--- config.mk ---
export PLATFORM = sky130hd
export DESIGN_NAME = rv_multicycle_ctrl
export DESIGN_NICKNAME = d
export VERILOG_FILES = /design/src/rtl/rv_pkg.sv /design/src/rtl/rv_mem_wait_timer.sv /design/src/rtl/rv_multicycle_ctrl.sv
export SDC_FILE = /design/constraint.sdc
export NUM_CORES = 1
export LEC_CHECK = 0
export CAP_MARGIN = 20
export CORE_MARGIN = 10
export CORE_UTILIZATION = 41
export DETAILED_ROUTE_END_ITERATION = 8
export GPL_TIMING_DRIVEN = 0
export PLACE_DENSITY = 0.85
export SYNTH_ARGS = -nofsm -noshare
export SYNTH_HDL_FRONTEND = slang
export SYNTH_SLANG_ARGS = --single-unit
--- constraint.sdc ---
create_clock -name clk -period 2.1 [get_ports clk]
set_input_delay 0.315 -clock clk [delete_from_list [all_inputs] [get_ports clk]]
set_output_delay 0.315 -clock clk [all_outputs]
set_load 0.02 [all_outputs]
--- src/rtl/rv_pkg.sv ---
// Shared definitions for the RV32I multi-cycle core: opcodes, sequencer
// states, instruction classes, trap causes and the reset instruction.
package rv_pkg;

    localparam logic [6:0] OP_R      = 7'b0110011;
    localparam logic [6:0] OP_I      = 7'b0010011;
    localparam logic [6:0] OP_LOAD   = 7'b0000011;
    localparam logic [6:0] OP_STORE  = 7'b0100011;
    localparam logic [6:0] OP_BRANCH = 7'b1100011;

    // addi x0,x0,0 -- what ir holds until the first fetch completes
    localparam logic [31:0] NOP = 32'h0000_0013;

    typedef enum logic [2:0] {
        IDLE,
        FETCH,
        DECODE,
        EXEC,
        MEM,
        WB,
        TRAP
    } state_t;

    typedef enum logic [2:0] {
        CLS_R,
        CLS_I,
        CLS_LOAD,
        CLS_STORE,
        CLS_BRANCH,
        CLS_ILLEGAL
    } iclass_t;

    typedef enum logic [1:0] {
        CAUSE_NONE    = 2'b00,
        CAUSE_ILLEGAL = 2'b01,
        CAUSE_IMEM_TO = 2'b10,
        CAUSE_DMEM_TO = 2'b11
    } trap_cause_t;

    // Map a major opcode onto the class the sequencer cares about.
    function automatic iclass_t classify(input logic [6:0] opcode);
        iclass_t cls;
        case (opcode)
            OP_R:      cls = CLS_R;
            OP_I:      cls = CLS_I;
            OP_LOAD:   cls = CLS_LOAD;
            OP_STORE:  cls = CLS_STORE;
            OP_BRANCH: cls = CLS_BRANCH;
            default:   cls = CLS_ILLEGAL;
        endcase
        return cls;
    endfunction

endpackage

--- src/rtl/rv_mem_wait_timer.sv ---
// Counts wait cycles of an outstanding memory request and flags a timeout
// once MEM_TIMEOUT waits have elapsed with ready still low. A ready in the
// cycle the limit is reached takes priority, so expired stays low then.
module rv_mem_wait_timer #(
    parameter int MEM_TIMEOUT = 16,
    parameter int TW          = 8
) (
    input  logic clk,
    input  logic rst_n,
    input  logic clear,
    input  logic count_en,
    input  logic ready,
    output logic expired
);

    localparam logic [TW-1:0] LIMIT = TW'(MEM_TIMEOUT);

    logic [TW-1:0] count;

    // Wait-cycle counter: cleared on entry to a request state, saturating.
    always_ff @(posedge clk) begin
        // NOTE: sequential state uses non-blocking assignments so every
        // register samples the pre-edge values of the others.
        if (!rst_n) begin
            count <= '0;
        end else if (clear) begin
            count <= '0;
        end else if (count_en && !ready && (count != '1)) begin
            count <= count + 1'b1;
        end
    end

    assign expired = (MEM_TIMEOUT != 0) && count_en && !ready && (count == LIMIT);

endmodule

--- src/rtl/rv_multicycle_ctrl.sv ---
// Multi-cycle sequencer for the RV32I subset core. Owns pc, ir and the
// retired-instruction counter, walks FETCH/DECODE/EXEC/MEM/WB and parks in
// TRAP on an illegal opcode or a memory timeout. All strobes are Moore
// outputs decoded from the registered state and instruction class.
module rv_multicycle_ctrl
    import rv_pkg::*;
#(
    parameter logic [31:0] RESET_PC    = 32'h0000_0000,
    parameter int          MEM_TIMEOUT = 16,
    parameter int          TW          = 8
) (
    input  logic        clk,
    input  logic        rst_n,
    output logic        imem_req,
    output logic [31:0] imem_addr,
    input  logic        imem_ready,
    input  logic [31:0] imem_rdata,
    output logic [31:0] ir,
    input  logic        branch_taken,
    input  logic [31:0] branch_target,
    output logic        dmem_req,
    output logic        dmem_we,
    input  logic        dmem_ready,
    output logic        rf_we,
    output logic        rf_wsel,
    output logic [31:0] pc,
    output logic [31:0] instret,
    output logic        trap,
    output logic [1:0]  trap_cause
);

    state_t      state, state_nxt;
    iclass_t     cls, cls_nxt;
    trap_cause_t cause, cause_nxt;
    logic [31:0] pc_nxt, ir_nxt, instret_nxt;
    logic [31:0] pc_plus4;
    logic        retire;

    logic        tmr_clear, tmr_en, tmr_ready, tmr_expired;

    assign pc_plus4 = pc + 32'd4;

    // Only one of the two request states is ever active, so the timer
    // watches whichever ready belongs to the current request.
    assign tmr_en    = (state == FETCH) || (state == MEM);
    assign tmr_ready = (state == FETCH) ? imem_ready : dmem_ready;
    assign tmr_clear = (state_nxt != state) && ((state_nxt == FETCH) || (state_nxt == MEM));

    rv_mem_wait_timer #(
        .MEM_TIMEOUT (MEM_TIMEOUT),
        .TW          (TW)
    ) u_wait_timer (
        .clk      (clk),
        .rst_n    (rst_n),
        .clear    (tmr_clear),
        .count_en (tmr_en),
        .ready    (tmr_ready),
        .expired  (tmr_expired)
    );

    // Next-state, next-pc, ir capture, class capture and retire decision.
    always_comb begin
        // NOTE: every signal written here gets a default first; a path that
        // leaves one unassigned would otherwise infer a latch.
        state_nxt   = state;
        cls_nxt     = cls;
        cause_nxt   = cause;
        pc_nxt      = pc;
        ir_nxt      = ir;
        retire      = 1'b0;

        unique case (state)
            IDLE: begin
                state_nxt = FETCH;
            end
            FETCH: begin
                if (imem_ready) begin
                    ir_nxt    = imem_rdata;
                    state_nxt = DECODE;
                end else if (tmr_expired) begin
                    cause_nxt = CAUSE_IMEM_TO;
                    state_nxt = TRAP;
                end
            end
            DECODE: begin
                cls_nxt = classify(ir[6:0]);
                if (cls_nxt == CLS_ILLEGAL) begin
                    cause_nxt = CAUSE_ILLEGAL;
                    state_nxt = TRAP;
                end else begin
                    state_nxt = EXEC;
                end
            end
            EXEC: begin
                case (cls)
                    CLS_BRANCH: begin
                        pc_nxt    = branch_taken ? branch_target : pc_plus4;
                        retire    = 1'b1;
                        state_nxt = FETCH;
                    end
                    CLS_LOAD, CLS_STORE: state_nxt = MEM;
                    default:             state_nxt = WB;
                endcase
            end
            MEM: begin
                if (dmem_ready) begin
                    if (cls == CLS_STORE) begin
                        pc_nxt    = pc_plus4;
                        retire    = 1'b1;
                        state_nxt = FETCH;
                    end else begin
                        state_nxt = WB;
                    end
                end else if (tmr_expired) begin
                    cause_nxt = CAUSE_DMEM_TO;
                    state_nxt = TRAP;
                end
            end
            WB: begin
                pc_nxt    = pc_plus4;
                retire    = 1'b1;
                state_nxt = FETCH;
            end
            TRAP: begin
                state_nxt = TRAP;
            end
            default: begin
                state_nxt = IDLE;
            end
        endcase

        instret_nxt = retire ? (instret + 32'd1) : instret;
    end

    // Architectural and sequencer registers; reset aborts any request.
    always_ff @(posedge clk) begin
        if (!rst_n) begin
            state   <= IDLE;
            cls     <= CLS_R;
            cause   <= CAUSE_NONE;
            pc      <= RESET_PC;
            ir      <= NOP;
            instret <= '0;
        end else begin
            state   <= state_nxt;
            cls     <= cls_nxt;
            cause   <= cause_nxt;
            pc      <= pc_nxt;
            ir      <= ir_nxt;
            instret <= instret_nxt;
        end
    end

    // Moore strobes: decoded from registered state/class only.
    always_comb begin
        imem_req = (state == FETCH);
        dmem_req = (state == MEM);
        dmem_we  = (state == MEM) && (cls == CLS_STORE);
        rf_we    = (state == WB);
        rf_wsel  = (state == WB) && (cls == CLS_LOAD);
    end

    assign imem_addr  = pc;
    assign trap       = (state == TRAP);
    assign trap_cause = cause;

endmodule

==> metrics <==
Top FF cell, synth dfxtp_1; GR Layer Usage met1 0.244; Layout Nets approximately 1100; most common cell after layout, fill and taps aside clkdlybuf4s50_1; routed len/inst between 15 and 20 µm; 1st-iter DRT viols roughly 480; skew final between 8 and 9 ps; Power Dens Cells approximately 570 nW/µm²; worst-path fanout max 5; worst vdd ir 0.000414 V; Avg Cell Area, Syn ~7.9 µm²; synth-to-layout area growth 51.6%; met3 Use GR 0.0798; GR peak layer met2; post-route setup slack -56.7 ps; Netlist cell types between 60 and 70; Antenna Cells 0; Clk pin slew, worst setup/hold paths roughly 80 ps; relative slew slack 0.467; Setup CP Type reg2reg; Post-Synthesis Cells 749; Tmin final between 2000 and 2500 ps; TritonCTS clock tree yes; Port Buffer Count roughly 200; DRC violations left 0; CP Capture Type register; status finished with violations; GRT Util Overall 0.206; RSZ-0062 raised after global routing true; Worst setup SP type register; Core Region 14000 µm²; Max Root-Sink Buffers 2; Least-Margin Pin Slew around 800 ps; drt total wl roughly 22000 µm; fin crit share 1.03; vias in the first global route 6236; clk_lat worst skew ~360 ps; Placed Instance Area just over 8000 µm²; most frequent cells in the layout clkdlybuf4s50_1 (198), nand2_1 (123), dfxtp_1 (96), a21oi_1 (67), nor2_1 (51); Chip Height between 100 and 150 µm; number of vias per cell between 5 and 6; register area share after synthesis 0.379; Final Wtd Congestion between 0.9 and 1; num rows 43; met2 Track Usage GR 0.329; first-pass GRT wire length ~33000 µm; H-tree levels 3; Max Cap Viol 0; synthesized flop and latch total about 110; Die W about 140 µm; largest net degree at the start of global routing 20; Required @ worst endpoint between 2000 and 2500 ps; initial core utilization 0.423; Final TNS setup -96.4 ps; root buffer cell clkbuf_16; critical path arrival ~2400 ps; total CTS buffers 9; DR vias roughly 6500; synth warn 0; clock sink count around 110; failing checks setup timing; Syn Nets just over 800; Leakage between 3 and 4 nW; EDFF count, synth 0; share of layout cells above drive strength 1 0.165; final instance area 8970 µm²; Hold Path Class reg2reg; initial antenna violation count 0; DP HPWL about 16000 µm; Top Ports 205; Peak Freq between 400 and 500 MHz; die area roughly 20000 µm²; hold_buf cts 0; final hold vios 0; Routed Antenna Nets 0; GRT Residual Overflow 0; post-synthesis async set-or-reset flop share 0; cell area after synthesis just under 6000 µm²; 1st-pass router iterations 7; # setup viols final 3; fin. max-slew vios 0
==> cell type report <==
type	count	area, µm²
fill	1196	5020
multi-input combinational	552	3470
sequential	112	2270
timing repair buffer	219	2180
buffer	70	475
clock buffer	10	229
tap	180	225
clock inverter	6	76.3
inverter	14	52.6
==> power breakdown <==
| part | internal [mW] | switching (mW) | leakage [nW] |
|---|---|---|---|
| Clock | 0.949 | 0.872 | 0.143 |
| Sequential | 2.20 | 0.0616 | 0.914 |
| Combinational | 0.460 | 0.549 | 2.10 |
==> final timing paths <==
path	start	to	slack [ps]	depth (start not counted)
setup / recovery	cls[1]	instret[15]	-60	6
hold reg to reg	ir[9]	ir[9]	450	2
setup reg to reg	cls[1]	instret[15]	-60	6
hold / removal	ir[9]	ir[9]	450	2
==> Yosys cell counts (7+ instances only) <==
| library cell | count | area share |
|---|---|---|
| nand2_1 | 124 | 0.079 |
| dfxtp_1 | 112 | 0.38 |
| a21oi_1 | 73 | 0.062 |
| nor2_1 | 56 | 0.036 |
| nand3_1 | 36 | 0.030 |
| buf_4 | 33 | 0.042 |
| clkbuf_1 | 25 | 0.016 |
| o21ai_0 | 22 | 0.019 |
| a211oi_1 | 18 | 0.023 |
| xnor2_1 | 18 | 0.027 |
| nor3_1 | 17 | 0.014 |
| nand2b_1 | 15 | 0.016 |
| nand4_1 | 15 | 0.016 |
| and3_1 | 14 | 0.015 |
| inv_1 | 14 | 0.0089 |
| mux2i_1 | 11 | 0.019 |
| buf_2 | 10 | 0.0085 |
| nor4_1 | 10 | 0.011 |
| a31oi_1 | 9 | 0.0095 |
| and2_1 | 8 | 0.0085 |
| or3_1 | 8 | 0.0085 |
| o221a_2 | 7 | 0.013 |
| or4_1 | 7 | 0.0089 |
==> cell families after synthesis <==
group / count (synthesis) / synth area share
AO/OA/AOI/OAI: 174 / 0.194
AND/OR/NAND/NOR: 343 / 0.292
flip-flops: 112 / 0.379
adder cells (fa/ha/maj): 4 / 0.00846
XOR/XNOR: 20 / 0.0296
buffers and inverters: 85 / 0.0785
multiplexers: 11 / 0.0186
==> per-layer routing <==
metal  routed length [µm]  up-vias  share of wire
met1                 8700     3029           0.40
li1                     -     3115              -
met2                 9940      321           0.46
met3                 2380       49           0.11
met5                    0        -              0
met4                  563        0          0.026
==> critical path, cell delays in order (launching register included) <==
cell	delay (ps)
dfxtp_4	360
or3b_4	420
or2_4	290
a211o_4	380
buf_8	140
or3_4	330
a21oi_2	160
==> metrics by stage <==
step	hold WS, ps	setup WS (ps)	total power, mW	utilization	cells
floorplan	439	8.06	2.79	-	749
global placement	441	-590	3.22	0.585	1133
detailed placement	446	-604	3.23	0.585	1133
CTS	457	-15.0	5.05	0.618	1154
global route	480	-152	5.29	0.641	1163
finish	454	-56.7	5.09	0.641	1163
==> registers in the layout, indices dropped and copies added, names as in the netlist <==
signal	cells
cls	3
ir	32
state	3
u_wait_timer.count	8
instret	32
trap_cause	2
imem_addr	32
==> timing repair <==
| item | 4_1_cts | 5_1_grt |
|---|---|---|
| buffers inserted | 6 | 8 |
| setup endpoints to repair | 62 | 86 |
| pin swaps | 2 | 13 |
| gates resized for setup | 47 | 74 |
| gates cloned | 0 | 1 |
Power figures use the tool's default switching activity.
